**config.mk**
```make
export PLATFORM = sky130hd
export DESIGN_NAME = enc_quad_multi
export DESIGN_NICKNAME = d
export VERILOG_FILES = /design/src/rtl/enc_quad_multi.sv
export SDC_FILE = /design/constraint.sdc
export NUM_CORES = 1
export LEC_CHECK = 0
export CELL_PAD_IN_SITES_DETAIL_PLACEMENT = 0
export CELL_PAD_IN_SITES_GLOBAL_PLACEMENT = 2
export CORE_ASPECT_RATIO = 1.1
export CORE_MARGIN = 2
export CORE_UTILIZATION = 33
export CTS_CLUSTER_SIZE = 24
export DETAILED_ROUTE_END_ITERATION = 6
export GPL_TIMING_DRIVEN = 0
export PLACE_DENSITY = 0.74
export SLEW_MARGIN = 5
export SYNTH_ARGS = -nofsm -noshare
export SYNTH_HDL_FRONTEND = slang
export SYNTH_SLANG_ARGS = --single-unit
export TNS_END_PERCENT = 30
```
**constraint.sdc**
```tcl
create_clock -name clk -period 5.88 [get_ports clk]
set_clock_uncertainty 0.1 [all_clocks]
set_input_delay 0.588 -clock clk [delete_from_list [all_inputs] [get_ports clk]]
set_output_delay 0.588 -clock clk [all_outputs]
set_load 0.02 [all_outputs]
```
**src/rtl/enc_quad_multi.sv**
```systemverilog
// Multi-channel quadrature decoder with sampled glitch filter,
// x1/x2/x4 counting, illegal-transition detection and wrap/clamp position.
module enc_quad_multi #(
    parameter int N_CH       = 2,
    parameter int POS_W      = 16,
    parameter int SAMPLE_DIV = 100,
    parameter int FILT_LEN   = 3,
    parameter int SATURATE   = 0
) (
    input  logic                    clk,
    input  logic                    rst,
    input  logic [N_CH-1:0]         enc_a,
    input  logic [N_CH-1:0]         enc_b,
    input  logic [1:0]              mode,
    input  logic [N_CH-1:0]         clr,
    output logic [N_CH-1:0]         step_p,
    output logic [N_CH-1:0]         dir,
    output logic [N_CH*POS_W-1:0]   pos,
    output logic [N_CH-1:0]         err_p,
    output logic [N_CH-1:0]         err_flag
);

    localparam int PW = $clog2(SAMPLE_DIV);
    localparam logic [PW-1:0] P_LAST = PW'(SAMPLE_DIV - 1);
    localparam logic [3:0] F_LAST = 4'(FILT_LEN - 1);
    localparam logic [3:0] F_FULL = 4'(FILT_LEN);
    localparam logic [POS_W-1:0] P_MAX = {1'b0, {(POS_W-1){1'b1}}};
    localparam logic [POS_W-1:0] P_MIN = {1'b1, {(POS_W-1){1'b0}}};

    // Lines [N_CH-1:0] are A, lines [2*N_CH-1:N_CH] are B.
    logic [2*N_CH-1:0] sy1, sy2, filt, prev;
    logic [PW-1:0] presc;
    logic [3:0] wcnt;
    logic tick, warm, tick_d;

    assign tick = (presc == P_LAST);
    assign warm = (wcnt != F_FULL);

    always_ff @(posedge clk or posedge rst) begin
        if (rst) begin
            sy1 <= '1;
            sy2 <= '1;
        end else begin
            sy1 <= {enc_b, enc_a};
            sy2 <= sy1;
        end
    end

    always_ff @(posedge clk or posedge rst) begin
        if (rst) begin
            presc  <= '0;
            wcnt   <= '0;
            tick_d <= 1'b0;
        end else begin
            presc  <= tick ? '0 : presc + 1'b1;
            tick_d <= tick & ~warm;
            if (tick && warm) wcnt <= wcnt + 1'b1;
        end
    end

    for (genvar l = 0; l < 2*N_CH; l++) begin : g_line
        logic [3:0] agree;
        logic f, pv;

        always_ff @(posedge clk or posedge rst) begin
            if (rst) begin
                agree <= '0;
                f     <= 1'b1;
                pv    <= 1'b1;
            end else if (tick) begin
                if (warm) begin
                    f     <= sy2[l];
                    pv    <= sy2[l];
                    agree <= '0;
                end else if (sy2[l] != f) begin
                    if (agree == F_LAST) begin
                        f     <= sy2[l];
                        agree <= '0;
                    end else begin
                        agree <= agree + 1'b1;
                    end
                end else begin
                    agree <= '0;
                end
            end else if (tick_d) begin
                pv <= f;
            end
        end

        assign filt[l] = f;
        assign prev[l] = pv;
    end

    for (genvar k = 0; k < N_CH; k++) begin : g_ch
        logic [1:0] cur, prv, ci, pi, df;
        logic fwd, bad, mov, cnt, err;
        logic sp, dr, ep, ef;
        logic [POS_W-1:0] p, p_nx;

        assign cur = {filt[k], filt[N_CH+k]};
        assign prv = {prev[k], prev[N_CH+k]};
        // Gray state to ring index: 00,01,11,10 -> 0,1,2,3
        assign ci  = {cur[1], cur[1] ^ cur[0]};
        assign pi  = {prv[1], prv[1] ^ prv[0]};
        assign df  = ci - pi;
        assign fwd = (df == 2'd1);
        assign bad = (df == 2'd2);
        assign mov = df[0];

        assign cnt = tick_d & mov &
                     (mode[1] | (mode[0] ? (prv[1] ^ cur[1])
                                         : (~prv[1] & cur[1])));
        assign err = tick_d & bad;

        always_comb begin
            p_nx = p;
            if (fwd) begin
                if (!(SATURATE != 0 && p == P_MAX)) p_nx = p + 1'b1;
            end else begin
                if (!(SATURATE != 0 && p == P_MIN)) p_nx = p - 1'b1;
            end
        end

        always_ff @(posedge clk or posedge rst) begin
            if (rst) begin
                sp <= 1'b0;
                dr <= 1'b0;
                ep <= 1'b0;
                ef <= 1'b0;
                p  <= '0;
            end else begin
                sp <= cnt;
                ep <= err;
                if (clr[k]) begin
                    p  <= '0;
                    ef <= 1'b0;
                end else begin
                    if (cnt) begin
                        p  <= p_nx;
                        dr <= fwd;
                    end
                    if (err) ef <= 1'b1;
                end
            end
        end

        assign step_p[k]             = sp;
        assign dir[k]                = dr;
        assign err_p[k]              = ep;
        assign err_flag[k]           = ef;
        assign pos[k*POS_W +: POS_W] = p;
    end

endmodule
```
==> impl_metrics.env <==
export IMPL_rows=48
export IMPL_synth_flop_cell="dfrtp_1"
export IMPL_critPathMaxStageDelay_ns=0.81
export IMPL_grt_pass1_vias=4206
export IMPL_drive_above_1_share=0.09903
export IMPL_wl_per_cell_um=15.08
export IMPL_synth_cells=550
export IMPL_whs_ns=0.2576
export IMPL_worstPathArrival_ns=4.18
export IMPL_synth_seq_cells=84
export IMPL_p_comb_frac=0.026
export IMPL_setup_viol=0
export IMPL_final_antenna_net_count=0
export IMPL_slowest_stage="clkbuf_1"
export IMPL_layout_common_cells="68 x dfrtp_1, 59 x nand2_1, 49 x clkdlybuf4s50_1"
export IMPL_final_common_cell="dfrtp_1"
export IMPL_cts_setup_buffers=0
export IMPL_pwr_share_clk=0.473
export IMPL_insertion_delay_ns=0.35
export IMPL_yosys_area_top_type_share=0.3261
export IMPL_postSynth_asyncResetShare=1.000
export IMPL_final_seq_area_sq_um=2122
export IMPL_multi_input_area_sq_um=2922
export IMPL_slew_headroom=0.2686
export IMPL_cts_max_level=3
export IMPL_hp_class="flop to flop"
export IMPL_switching_share=0.2357
export IMPL_ir_drop_uv=138.0
export IMPL_drc_errors=0
export IMPL_synthAdderAreaFrac=0.1180
export IMPL_crit_chain="inv_1 -> ha_1 -> xnor2_1 -> or2_0 -> clkbuf_1 -> ha_1 -> a211oi_1 -> o21a_4 -> a2111oi_4 -> o21ba_2 -> or3_1 -> a32o_1"
export IMPL_rsz0062_at_grt="no"
export IMPL_dieArea_sq_um=16830
export IMPL_finalMaxSlewViolations=0
export IMPL_num_vias=4163
export IMPL_drt_initial_drc_count=190
export IMPL_synth_area_top_cells="dfrtp_1 33%, ha_1 11%, dfstp_2 8.1%"
export IMPL_dieWidth_um=123.9
export IMPL_synth_fp_nets=608
export IMPL_fin_crit_ns=4.039
export IMPL_core_area_sq_um=15550
export IMPL_clk_pin_slew_ns=0.07
export IMPL_wl_um=12310
export IMPL_antenna_found_initial=0
export IMPL_initial_utilization=0.3354
export IMPL_layout_worst_path_cycle_share=0.6869
export IMPL_stdcell_count=816
export IMPL_syn_area_sq_um=5218
export IMPL_yosys_warnings=0
export IMPL_seqPwrFrac=0.500
export IMPL_grt_max_degree=53
export IMPL_synth_top_family_by_area="compound AO/OA/AOI/OAI gates"
export IMPL_dp_final_hpwl_um=9020
export IMPL_viasPerCell=5.102
export IMPL_hold_violations=0
export IMPL_muxShareOfSynthArea=0.01367
export IMPL_hold_buffers=0
export IMPL_cts_resized=0
export IMPL_cts_path_max_buffers=2
export IMPL_setup_worst_path_class="flop to flop"
export IMPL_worst_pin_slew_ns=1.097
export IMPL_dp_cells=800
export IMPL_critPathRequiredTime_ns=6.02
export IMPL_dr_pass1_iters=5
export IMPL_area_delta_synth_final_pct=20.22
export IMPL_synth_compound_area_frac=0.1847
export IMPL_synth_cell_type_count=63
export IMPL_synth_edff_count=0
export IMPL_numPortBuffers=49
export IMPL_grt_usage=0.1574
export IMPL_dieHeight_um=135.9
export IMPL_gp_congestion=0.8302
export IMPL_cts_sinks=84
export IMPL_antenna_cells=0
export IMPL_cts_buffers=9
export IMPL_cp_end_kind="flop"
export IMPL_avgSynthCellArea_sq_um=9.486
export IMPL_status="completed"
export IMPL_fill_cells=1542
export IMPL_p_switching_mw=0.2755
export IMPL_grt_ovfl_total=0
export IMPL_synth_xor_area_share=0.06043
export IMPL_synthSimpleGateAreaFrac=0.1832
export IMPL_synth_seq_area_share=0.4067
export IMPL_critPathMaxFanout=22
export IMPL_io_pins=50
export IMPL_maxCapViolCount=0
export IMPL_cts_tree="done"
export IMPL_synth_top_area_cell="dfrtp_1"
export IMPL_cts_root_buf="clkbuf_16"
export IMPL_cp_top_family="compound AO/OA/AOI/OAI gates"
export IMPL_p_int_mw=0.8934
export IMPL_power_density_nw_per_um2=186.4
export IMPL_placed_cell_area_sq_um=5988
export IMPL_grt_pass1_wl_um=20680
export IMPL_path_buf_inv=2
export IMPL_max_freq_ghz=0.2476
export IMPL_fin_area_sq_um=6272
export IMPL_worst_setup_path_start_kind="flop"
export IMPL_crit_top_cell="ha_1"
export IMPL_p_leak_nw=2.728
export IMPL_fin_nets=669
export IMPL_finalSetupTns_ns=0
## through the flow
stage / setup WS [ns] / util / total power [mW]
floorplan: 2.326 / - / 0.6100
global placement: 1.456 / 0.3830 / 0.6247
detailed placement: 1.766 / 0.3850 / 0.6278
CTS: 1.742 / 0.4032 / 1.193
global route: 1.537 / 0.4032 / 1.220
finish: 1.841 / 0.4032 / 1.169
## per-layer routing
layer / GRT usage / part of all wire / vias up
li1: - / - / 2083
met1: 0.1999 / 0.47 / 2005
met2: 0.2613 / 0.48 / 63
met3: 0.03565 / 0.035 / 12
met4: 0.05743 / 0.017 / 0
met5: 0 / 0 / -
## registers in the layout, summed over array words and instances, names as in the netlist
name,count
g_line.pv,4
sy2,4
g_ch.dr,2
g_line.f,4
sy1,4
g_ch.sp,2
g_ch.p,32
wcnt,4
g_ch.ef,2
g_line.agree,16
tick_d,1
presc,7
g_ch.ep,2
## synthesized netlist by cell type (5+ instances only)
master    count
a21o_1       12
clkbuf_1     10
xor2_1        7
nand4_1       7
o22ai_1       5
nand2_1      59
inv_1        12
or3_1         5
nand3b_1      8
ha_1         46
nand2b_1      8
nor3_1        5
a21oi_1      41
nor2_1       46
dfrtp_1      68
a211oi_1      5
xnor2_1      29
and3_1        6
o21ai_0      16
dfstp_2      16
a31oi_1       8
nor2b_1       9
o21ai_1      30
o21a_1        5
buf_4         8
nand3_1      15
## cells by family after synthesis
kind of cell | Yosys count
AOI/OAI and AO/OA | 150
muxes | 6
and+or+nand+nor | 189
DFF | 84
adders and majority gates | 48
xor gates and xnor gates | 36
buffers and inverters | 37
## path summary, 6_finish.rpt
path	start	end	slack [ns]	cells past startpoint
setup / recovery	g_line[1].pv	g_ch[1].p[13]	1.84	12
hold / removal	sy1[3]	sy2[3]	0.26	0
setup reg to reg	g_line[1].pv	g_ch[1].p[13]	1.84	12
hold reg to reg	sy1[3]	sy2[3]	0.26	0
max in group asynchronous	rst	g_line[1].pv	4.50	3
min in group asynchronous	rst	g_ch[1].p[6]	0.51	2
## power by group through the flow
| stage | sequential (mW) | combinational (mW) | clock (mW) |
|---|---|---|---|
| final | 0.585 | 0.0307 | 0.553 |
| after global routing | 0.585 | 0.0349 | 0.600 |
| after CTS | 0.585 | 0.0323 | 0.576 |
| after detailed placement | 0.595 | 0.0323 | 0 |
| after global placement | 0.595 | 0.0292 | 0 |
| after floorplan | 0.595 | 0.0152 | 0 |
## worst reg2reg max path, cell delays in order (launching register included)
cell,delay (ns)
dfstp_2,0.55
inv_1,0.05
ha_1,0.30
xnor2_1,0.18
or2_0,0.12
clkbuf_1,0.81
ha_1,0.41
a211oi_1,0.31
o21a_4,0.22
a2111oi_4,0.09
o21ba_2,0.25
or3_1,0.30
a32o_1,0.24
## layout make-up
| class | count | area share |
|---|---|---|
| repair buffers | 50 | 0.08259 |
| multi-input cells | 429 | 0.4658 |
| flip-flops and latches | 84 | 0.3383 |
| well taps | 200 | 0.03990 |
| clock inverters | 6 | 0.007181 |
| clock buffers | 10 | 0.03810 |
| inverters | 14 | 0.008777 |
| plain buffers | 23 | 0.01935 |
(Power assumes the default switching activity.)
